--- src/rtl/shift_ex_pkg.sv ---
// Shared types and decode helper for the shift execute stage.
// The SHIFT_EX_FWD_EN macro (see shift_ex_stage) does not affect this package.
package shift_ex_pkg;

    typedef enum logic [1:0] {
        OP_SLL = 2'd0,
        OP_SRL = 2'd1,
        OP_SRA = 2'd2,
        OP_ILL = 2'd3
    } op_e;

    localparam logic [2:0] F3_SLL = 3'b001;
    localparam logic [2:0] F3_SR  = 3'b101;

    typedef struct packed {
        logic [31:0] result;
        logic [4:0]  rd;
        logic        illegal;
    } ex_entry_t;

    function automatic op_e decode_op(input logic [2:0] funct3, input logic funct7b5);
        op_e op;
        case ({funct3, funct7b5})
            {F3_SLL, 1'b0}: op = OP_SLL;
            {F3_SR,  1'b0}: op = OP_SRL;
            {F3_SR,  1'b1}: op = OP_SRA;
            default:        op = OP_ILL;
        endcase
        return op;
    endfunction

endpackage

--- src/rtl/shift_ex_core.sv ---
// Combinational decode and SLL/SRL/SRA datapath; only the low 5 bits of B shift.
module shift_ex_core
    import shift_ex_pkg::*;
#(
    parameter int ILLEGAL_ZERO = 1
) (
    input  logic [2:0]  funct3,
    input  logic        funct7b5,
    input  logic [31:0] op_a,
    input  logic [4:0]  shamt,
    output logic [31:0] result,
    output logic        illegal
);

    op_e op;

    // Decode the operation and compute the shifted result
    always_comb begin
        op      = decode_op(funct3, funct7b5);
        result  = 32'h0;
        illegal = 1'b0;
        case (op)
            OP_SLL: result = op_a << shamt;
            OP_SRL: result = op_a >> shamt;
            OP_SRA: result = $unsigned($signed(op_a) >>> shamt);
            default: begin
                illegal = 1'b1;
                if (ILLEGAL_ZERO != 0) begin
                    result = 32'h0;
                end else begin
                    result = op_a;
                end
            end
        endcase
    end

endmodule

--- src/rtl/shift_ex_stage.sv ---
// Shift execute stage: decode/shift via shift_ex_core, results queued in a 2-entry FIFO.
// Optional forwarding of operand A from held entries is enabled by SHIFT_EX_FWD_EN.
module shift_ex_stage
    import shift_ex_pkg::*;
#(
    parameter int ILLEGAL_ZERO = 1
) (
    input  logic        clk,
    input  logic        rst,
    input  logic        flush,
    input  logic        in_valid,
    output logic        in_ready,
    input  logic [2:0]  in_funct3,
    input  logic        in_funct7b5,
    input  logic        in_is_imm,
    input  logic [31:0] in_rs1_data,
    input  logic [31:0] in_rs2_data,
    input  logic [31:0] in_imm,
    input  logic [4:0]  in_rs1_addr,
    input  logic [4:0]  in_rd,
    output logic        out_valid,
    input  logic        out_ready,
    output logic [31:0] out_result,
    output logic [4:0]  out_rd,
    output logic        out_illegal
);

    logic [1:0]  count;
    logic        wr_ptr;
    logic        rd_ptr;
    ex_entry_t   mem [2];

    logic        push;
    logic        pop;
    logic [31:0] op_a;
    logic [31:0] op_b;
    logic [31:0] core_result;
    logic        core_illegal;
    ex_entry_t   new_entry;
    ex_entry_t   head;

    assign in_ready  = (count < 2'd2);
    assign out_valid = (count != 2'd0);
    assign push      = in_valid & in_ready;
    assign pop       = out_valid & out_ready;
    assign op_b      = in_is_imm ? in_imm : in_rs2_data;

`ifdef SHIFT_EX_FWD_EN
    ex_entry_t last_entry;
    logic      unused_hi;
    assign last_entry = mem[~wr_ptr];
    assign unused_hi  = ^op_b[31:5];

    // Forward the newest held result when it targets the source register
    always_comb begin
        if ((count != 2'd0) && (last_entry.rd != 5'd0) && (last_entry.rd == in_rs1_addr)) begin
            op_a = last_entry.result;
        end else begin
            op_a = in_rs1_data;
        end
    end
`else
    logic unused_hi;
    assign unused_hi = ^{op_b[31:5], in_rs1_addr};

    // Operand A always comes straight from the register file
    always_comb begin
        op_a = in_rs1_data;
    end
`endif

    shift_ex_core #(.ILLEGAL_ZERO(ILLEGAL_ZERO)) u_core (
        .funct3   (in_funct3),
        .funct7b5 (in_funct7b5),
        .op_a     (op_a),
        .shamt    (op_b[4:0]),
        .result   (core_result),
        .illegal  (core_illegal)
    );

    // Writes to x0 never carry a value, but illegal decode is still flagged
    always_comb begin
        new_entry.rd      = in_rd;
        new_entry.illegal = core_illegal;
        if (in_rd == 5'd0) begin
            new_entry.result = 32'h0;
        end else begin
            new_entry.result = core_result;
        end
    end

    // FIFO storage, pointers and occupancy; flush drops same-cycle push and pop
    always_ff @(posedge clk or posedge rst) begin
        if (rst) begin
            count  <= 2'd0;
            wr_ptr <= 1'b0;
            rd_ptr <= 1'b0;
            for (int i = 0; i < 2; i++) begin
                mem[i] <= '0;
            end
        end else if (flush) begin
            count  <= 2'd0;
            wr_ptr <= 1'b0;
            rd_ptr <= 1'b0;
        end else begin
            if (push) begin
                mem[wr_ptr] <= new_entry;
                wr_ptr      <= ~wr_ptr;
            end
            if (pop) begin
                rd_ptr <= ~rd_ptr;
            end
            case ({push, pop})
                2'b10:   count <= count + 2'd1;
                2'b01:   count <= count - 2'd1;
                default: count <= count;
            endcase
        end
    end

    assign head        = mem[rd_ptr];
    assign out_result  = head.result;
    assign out_rd      = head.rd;
    assign out_illegal = head.illegal;

endmodule

--- config.mk ---
export PLATFORM = sky130hd
export DESIGN_NAME = shift_ex_stage
export DESIGN_NICKNAME = d
export VERILOG_FILES = /design/src/rtl/shift_ex_pkg.sv /design/src/rtl/shift_ex_core.sv /design/src/rtl/shift_ex_stage.sv
export SDC_FILE = /design/constraint.sdc
export NUM_CORES = 1
export LEC_CHECK = 0
export BUFFER_PORTS_ARGS = -buffer_cell sky130_fd_sc_hd__buf_2
export CAP_MARGIN = 25
export CORE_ASPECT_RATIO = 2
export CORE_MARGIN = 10
export CORE_UTILIZATION = 37
export CTS_BUF_LIST = sky130_fd_sc_hd__clkbuf_4 sky130_fd_sc_hd__clkbuf_8
export DETAILED_ROUTE_END_ITERATION = 10
export SLEW_MARGIN = 20
export SYNTH_ARGS = -nofsm -noshare
export SYNTH_HDL_FRONTEND = slang
export SYNTH_HIERARCHICAL = 1
export SYNTH_SLANG_ARGS = --single-unit
--- constraint.sdc ---
create_clock -name clk -period 3.2 [get_ports clk]
set_input_delay 0.64 -clock clk [delete_from_list [all_inputs] [get_ports clk]]
set_output_delay 0.64 -clock clk [all_outputs]
set_load 0.02 [all_outputs]
After elaboration in Yosys (flattened, before gate mapping)
Cells that the tools add are included.

Order comparisons: 4. Shift operators: 3. Muxes and demuxes: 17. Bitwise operators: 7. Eq/ne operators: 7. Reductions and logical operators: 9. Add/sub/neg operators: 2.

Operators with widths (count): $mux W38 (4); $pmux W32 S3 (1); $bwmux W76 (1); $demux W38 S1 (1); $mux W32 (1); $shl A32 B5 Y32 (1); $shr A32 B5 Y32 (1); $sshr A32 B5 Y32 (1); $eq A4 B4 Y1 const B (2); $pmux W2 S3 (1); $reduce_bool A2 Y1 (3); $logic_not A5 Y1 (1); $mux W1 (5); $mux W5 (1); $eq A2 B1 Y1 const B (2); $eq A2 B2 Y1 const B (2); $eq A4 B2 Y1 const B (1); $ge A2 B2 Y1 const B (2); $not A1 Y2 (2); $pmux W2 S2 (1); $not A1 Y1 (3); $reduce_bool A3 Y1 (1); $reduce_or A3 Y1 (1); $add A2 B1 Y2 const B (1); other kinds (8) (9).

Output and inout bits: 40. Logic and storage cells: 58. Input bits: 116. Flip-flop bits (word level): 80.

Depth between registers and ports, before layout
Gate-level depths: netlist of run 1.

Word-level depth: 6. Mapped depth: 13. Mapped depth without buffers: 8.

Hierarchy
Netlist of run 1, hierarchy kept.

Modules (own cells, without submodules): shift_ex_core (cells each 518, sequential area each 0.0 µm², area an instance 4609.4 µm², instances 1); shift_ex_stage (cells each 358, sequential area each 2001.9 µm², area an instance 3772.4 µm², instances 1).

Worst setup path after synthesis of run 1
Ideal clock, no wire load.

Path kind: input -> register. Start point: input port in_is_imm. End point: register mem[6] (netlist bit). Stages on the path: 11. Library setup time: 0.122 ns. Path buffers: 3. Data required time: 3.078 ns. Arrival time: 2.645 ns. Slack: 0.433 ns. Cell sequence: mux2_2 buf_6 buf_12 buf_6 mux4_2 mux2_2 mux4_2 nand2_1 o21ai_1 nand2_1 o2bb2ai_1.

Word-level cells in the longest chain between the ends: 5. Elaborated cells on any way between the ends: 7. Classes of those cells: shift (3); mux (4).

RTL lines: start, declared (RTL line shift_ex_stage.sv:15) `input logic in_is_imm,`; $mux W5 * (RTL line shift_ex_stage.sv:46) `assign op_b = in_is_imm ? in_imm : in_rs2_data;`; $sshr A32 B5 Y32, or another cell as far along (RTL line shift_ex_core.sv:25) `OP_SRA: result = $unsigned($signed(op_a) >>> shamt);`; $pmux W32 S3 * (RTL line shift_ex_core.sv:22) `case (op)`; via core_result[0] (RTL line shift_ex_stage.sv:37) `logic [31:0] core_result;`; $mux W32 * (RTL line shift_ex_stage.sv:85) `if (in_rd == 5'd0) begin`; $bwmux W76 * (RTL line shift_ex_stage.sv:107) `mem[wr_ptr] <= new_entry;`; end signal, assigned by index (RTL line shift_ex_stage.sv:107); end, declared (RTL line shift_ex_stage.sv:31) `ex_entry_t mem [2];`.

Mark *: on every way through the listed nets, which the timed path passes. The rest lies on a longest branch. A chain may end at the register's enable or synchronous reset.

Worst setup path in the final report of run 1
Start point: input port in_is_imm. End point: register mem[58] (netlist bit).

Word-level cells in the longest chain between the ends: 5. Elaborated cells on any way between the ends: 7. Classes of those cells: shift (3); mux (4).

RTL lines: $mux W5 * (RTL line shift_ex_stage.sv:46); via op_b[1] (RTL line shift_ex_stage.sv:36) `logic [31:0] op_b;`; $sshr A32 B5 Y32, or another cell as far along (RTL line shift_ex_core.sv:25); $pmux W32 S3 * (RTL line shift_ex_core.sv:22); via core_result[14] (RTL line shift_ex_stage.sv:37); $mux W32 * (RTL line shift_ex_stage.sv:85); $bwmux W76 * (RTL line shift_ex_stage.sv:107).

Marked as above.

==> results.json, run 1 <==
{
  "routedWlPerCell_um": 24.8,
  "crit_path_end_kind": "flop",
  "finalWorstPathRequiredPeriod_ps": 3100,
  "slew_headroom": 0.365,
  "cts-root-to-sink-buffers": 2,
  "status": "complete, no violations",
  "peakVddDrop_v": 0.000314,
  "synth_cells": 876,
  "hold_path.class": "primary input to asynchronous set/reset pin",
  "ctsRootBufferMaster": "clkbuf_8",
  "ctsHoldBuffers": 0,
  "fill_cell_total_of_the_finished_layout": 2225,
  "rows": 77,
  "cts.reportedPaths.clkPinSlew_ps": 100,
  "floorplan.die.height_um": 233,
  "global_route.overflow_total": 0,
  "detail-route-antenna-nets": 0,
  "layout.cells.most_common": "nand2_1",
  "num_io_pins": 156,
  "rsz0062_at_grt": "false",
  "clock_skew_ps": 16.2,
  "core-area_mm2": 0.0223,
  "cts-buffers-inserted": 9,
  "grt_max_degree": 65,
  "finalCritPeriodShare": 0.970,
  "grt_pass1_wl_mm": 49.5,
  "synthToLayoutAreaGrowth_pct": 19.2,
  "cpPeakStageDelay_ps": 580,
  "initial_utilization": 0.377,
  "design_area_mm2": 0.00999,
  "crit_path_buf_inv_count": 3,
  "vias_per_cell": 6.04,
  "detailedRoute.firstIterationViolations": 642,
  "crit_fanout": 10,
  "synth_async_sr_flop_share": 1.00,
  "mostFrequentLayoutCells": "nand2_1 (167), buf_4 (138), buf_2 (96), dfrtp_1 (80), mux4_2 (73)",
  "floorplan.die.width_um": 126,
  "power.density_mw_per_mm2": 377,
  "setup_violations": 0,
  "timing_worst_slew_pin_value_ps": 953,
  "syn-cell-area_mm2": 0.00838,
  "post_cts_resized": 0,
  "buffer_ports.inserted": 96,
  "cts_max_level": 3,
  "grt_use_total": 0.214,
  "firstDrtPassIters": 5,
  "setup_total_negative_slack_ps": 0,
  "cp-start-kind": "primary input",
  "cap_viol_max_count": 0,
  "hold_viol_final": 0,
  "synth_flop_cell": "dfrtp_1",
  "dp_hpwl_mm": 25.5,
  "detail_route.wirelength_mm": 32.4,
  "dr_total_vias": 7886,
  "route.detailed.drc": 0,
  "cp_top_family": "multiplexers",
  "timing.final.max_slew_violations": 0,
  "first_global_vias": 8068,
  "post_dp_cell_area_mm2": 0.00979,
  "die_ar_mm2": 0.0294,
  "critPathKind": "primary input to flop",
  "synth.yosys.seq_area_share": 0.239,
  "critical_path.cell_chain": "buf_2 -> mux2_4 -> buf_4 -> mux4_1 -> mux2_2 -> a221oi_1 -> buf_4 -> a211oi_1 -> a21o_1 -> nand2_1 -> o21ai_0",
  "fmaxAchievable_ghz": 0.322,
  "worst_path_required_ps": 3440,
  "netlist-cell-type-count": 69,
  "initial_antenna_violation_count": 1,
  "cts.sink_count": 80,
  "synth_nets": 992,
  "worstPathArrival_ps": 3340,
  "critPathSlowestCell": "a221oi_1",
  "tritoncts": "yes",
  "yosys_register_bits": 80,
  "design.final.nets": 1139,
  "avgSynthCellArea_um2": 9.57,
  "leakagePower_uw": 0.00432,
  "number_of_enable_type_register_cells_in_the_synthesized_netlist": 0,
  "post_route_cells_drive_above_1_share": 0.396,
  "worst_skew_pair.late_latency_ps": 380,
  "timing.critical_path.mode_cell": "buf_4",
  "post_cts_setup_buffer_count": 0,
  "regToRegSetupSlack_ps": 1380,
  "finalWeightedCongestion": 0.980,
  "synthesis.yosys.warnings": 6
}
-- area by class of cell --
class | instances | area (um^2) | share of cell area
inverters | 8 | 31.3 | 0.00313
diodes | 1 | 2.50 | 0.000251
repair buffers | 240 | 1640 | 0.164
clock inverters | 7 | 76.3 | 0.00764
multi-input cells | 684 | 5770 | 0.578
clock buffers | 9 | 124 | 0.0124
flip-flops and latches | 80 | 2000 | 0.200
well taps | 276 | 345 | 0.0346
-- per-stage QoR --
step	utilization	total power [uW]	instances	setup slack, ps	hold slack (ps)
3_3_place_gp	0.440	2980	1288	-256	454
5_1_grt	0.449	3960	1305	2.85	363
6_report	0.449	3770	1305	96.7	316
4_1_cts	0.449	3780	1304	134	328
3_5_place_dp	0.440	3000	1288	-274	463
2_1_floorplan	-	2340	876	433	441
-- power breakdown --
group,total [uW],internal [uW],switching (uW)
clock network,771,367,404
registers,1230,1150,78.2
logic,1760,816,946
-- cells by family (layout without fill, tap and decap cells) --
logic type      after synthesis  after routing  share of synthesized area
xor+xnor                      2              2                    0.00209
buf+inv                     112            264                     0.0745
compound gates              195            195                      0.160
other cells                   0              1                          0
simple gates                294            294                      0.155
mux                         193            193                      0.370
flops                        80             80                      0.239
-- worst paths after layout --
| check | to | cells past startpoint | startpoint |
|---|---|---|---|
| setup / recovery | mem[58] | 11 | in_is_imm |
| hold / removal | mem[9] | 2 | rst |
| setup reg to reg | mem[8] | 4 | count[1] |
| hold reg to reg | mem[53] | 2 | mem[53] |
| max in group asynchronous | mem[61] | 3 | rst |
| min in group clk | mem[53] | 2 | mem[53] |
-- cell usage after synthesis (18+ instances only) --
cell,n,share of area
mux2i_1,44,0.053
o21ai_0,47,0.028
o2bb2ai_1,32,0.033
mux2_2,64,0.086
nand2_1,167,0.075
o21ai_1,18,0.011
buf_2,18,0.011
a21oi_1,19,0.011
nor3_1,19,0.011
mux4_2,73,0.20
dfrtp_1,80,0.24
buf_4,20,0.018
clkbuf_1,46,0.021
nor2_1,56,0.025
-- state kept, by name (all words and copies together), names as in the netlist --
| signal | cells |
|---|---|
| count | 2 |
| rd_ptr | 1 |
| mem | 76 |
| wr_ptr | 1 |
-- metal layers --
metal,track usage,wire (um),part of all wire,up-vias
met5,0,0,0,-
li1,-,-,-,3601
met3,0.0287,1330,0.041,95
met1,0.212,11100,0.34,3920
met4,0.174,2720,0.084,0
met2,0.388,17200,0.53,270
(Power assumes the default switching activity.)
==> inputs of run 2 (changes only) <==
--- a/config.mk
+++ b/config.mk
@@ -5,13 +5,15 @@
 export SDC_FILE = /design/constraint.sdc
 export NUM_CORES = 1
 export LEC_CHECK = 0
+export ABC_CLOCK_PERIOD_IN_PS = 3200
 export BUFFER_PORTS_ARGS = -buffer_cell sky130_fd_sc_hd__buf_2
 export CAP_MARGIN = 25
 export CORE_ASPECT_RATIO = 2
 export CORE_MARGIN = 10
-export CORE_UTILIZATION = 37
+export CORE_UTILIZATION = 40
 export CTS_BUF_LIST = sky130_fd_sc_hd__clkbuf_4 sky130_fd_sc_hd__clkbuf_8
 export DETAILED_ROUTE_END_ITERATION = 10
+export PLACE_DENSITY = 0.71
 export SLEW_MARGIN = 20
 export SYNTH_ARGS = -nofsm -noshare
 export SYNTH_HDL_FRONTEND = slang
==> run 2 against run 1 <==
- die area fell by 6.6%
- register-to-register slack got worse by 180 ps
- final cell count fell by 2.7%
- design area fell by 1.4%
- fmax rose by 5.2%
- count of clock-buffer cells in the layout rose by 1
- flip-flop and latch count did not move
- sequential power barely moved
- combinational power fell by 3%
- critical path type unchanged
- largest power group unchanged
- highest routed layer unchanged
==> results.json, run 2 (same netlist as run 1, synthesis figures left out) <==
{
  "peakVddDrop_v": 0.000316,
  "tritoncts": "yes",
  "setup_violations": 0,
  "cts_max_level": 3,
  "route.detailed.drc": 0,
  "crit_path_end_kind": "flop",
  "finalWorstPathRequiredPeriod_ps": 2950,
  "initial_utilization": 0.408,
  "timing.final.max_slew_violations": 0,
  "leading_registers_by_flop_count": "mem (76), count (2)",
  "max_flop_register": "mem",
  "global_route.overflow_total": 0,
  "dp_hpwl_mm": 24.0,
  "grt_use_total": 0.224,
  "met2_track_demand_over_resource": 0.403,
  "finalWorstSetupSlack_ps": 249,
  "worst_skew_pair.late_latency_ps": 360,
  "crit_fanout": 19,
  "first_global_vias": 7948,
  "critical_path.cell_chain": "buf_2 -> mux2_4 -> buf_12 -> inv_2 -> buf_12 -> buf_4 -> mux2_2 -> o221ai_1 -> a21oi_1 -> a211o_1 -> nand2_1 -> o2bb2ai_1",
  "dr_total_vias": 7874,
  "design.final.nets": 1114,
  "met3_usage": 0.0324,
  "fin_cells": 1270,
  "slew_headroom": 0.437,
  "die_ar_mm2": 0.0275,
  "largest_reg_flops": 76,
  "setup_total_negative_slack_ps": 0,
  "reg2regPathDepth": 4,
  "worst_path_required_ps": 3490,
  "detail-route-antenna-nets": 0,
  "utilization": 0.479,
  "mostFrequentLayoutCells": "nand2_1 (167), buf_4 (108), buf_2 (96), dfrtp_1 (80), mux4_2 (73)",
  "hold_viol_final": 0,
  "num_io_pins": 156,
  "clock_skew_ps": 8.55,
  "vias_per_cell": 6.20,
  "stages_on_the_worst_setup_path": 12,
  "rows": 74,
  "leakagePower_uw": 0.00423,
  "cap_viol_max_count": 0,
  "place.detailed.instances": 1253,
  "worstPathArrival_ps": 3240,
  "timing_worst_slew_pin_value_ps": 832,
  "global_route.peak_usage_layer": "met2",
  "finalWeightedCongestion": 1.09,
  "crit_path_buf_inv_count": 5,
  "hold_path.class": "primary input to asynchronous set/reset pin",
  "final.hold.worst_slack_ps": 360,
  "finalCritPeriodShare": 0.922,
  "grt_pass1_wl_mm": 48.1,
  "initial_antenna_violation_count": 1,
  "floorplan.die.height_um": 225,
  "detail_route.wirelength_mm": 30.7,
  "timing.critical_path.mode_cell": "buf_12",
  "core-area_mm2": 0.0206,
  "layout.cells.most_common": "nand2_1",
  "cp-start-kind": "primary input",
  "critPathKind": "primary input to flop",
  "post_route_cells_drive_above_1_share": 0.382,
  "critPathSlowestCell": "a21oi_1",
  "fmaxAchievable_ghz": 0.339,
  "synthToLayoutAreaGrowth_pct": 17.5,
  "cts-buffers-inserted": 9,
  "cts-root-to-sink-buffers": 2,
  "detailedRoute.firstIterationViolations": 640,
  "cpPeakStageDelay_ps": 630,
  "firstDrtPassIters": 5,
  "status": "complete, no violations",
  "pre_cts_ws_ps": -29.5,
  "post_cts_setup_buffer_count": 0,
  "ctsHoldBuffers": 0,
  "rsz0062_at_grt": "false",
  "cp_top_family": "compound AO/OA/AOI/OAI gates",
  "cts.reportedPaths.clkPinSlew_ps": 80,
  "cts.sink_count": 80,
  "gr-usage-met1": 0.228,
  "floorplan.die.width_um": 122,
  "routedWlPerCell_um": 24.2,
  "buffer_ports.inserted": 96,
  "grt_max_degree": 65,
  "power.density_mw_per_mm2": 373,
  "ctsRootBufferMaster": "clkbuf_8"
}
-- run 2: changes by cell type in the layout (fill, tap and decap cells not counted) --
cell      before  now
buf_4        138  108
buf_12         6   11
inv_6          3    0
clkinv_2       2    4
a211oi_1       6    5
a211oi_2       0    1
clkbuf_4       0    1
o311ai_0       4    3
o311ai_1       1    2
-- run 2: metal layers --
metal	part of all wire	vias to the layer above
li1	-	3544
met1	0.33	3915
met2	0.54	320
met3	0.051	95
met4	0.074	0
met5	0	-
-- run 2: worst paths after layout --
path / start / end / slack [ps]
max reg2reg: count[1] / mem[29] / 1200
min: rst / mem[9] / 360
max in group asynchronous: rst / mem[2] / 2070
min reg2reg: mem[38] / mem[38] / 480
min in group clk: mem[38] / mem[38] / 480
max: in_is_imm / mem[10] / 250
-- run 2: final cells by class --
cell class                 count  area [um^2]
fill                        2025        10700
multi-input combinational    684         5780
sequential                    80         2000
timing repair buffer         215         1510
tap                          266          333
clock buffer                  10          131
clock inverter                 6         60.1
inverter                       8         31.3
antenna                        1         2.50
-- run 2: timing repair --
item,4_1_cts,5_1_grt
endpoints found under the hold margin,0,0
resized for setup,0,1
setup endpoints to repair,0,2
-- run 2: metrics by stage --
step                area (um^2)  total power, uW
CTS                        9840             3660
floorplan                  8380             2340
finish                     9850             3680
detailed placement         9650             2930
global route               9850             3860
global placement           9650             2910
-- run 2: power breakdown --
group / internal, uW / switching (uW) / total, uW
combinational: 786 / 921 / 1710
clock: 365 / 373 / 738
sequential: 1150 / 77.2 / 1230
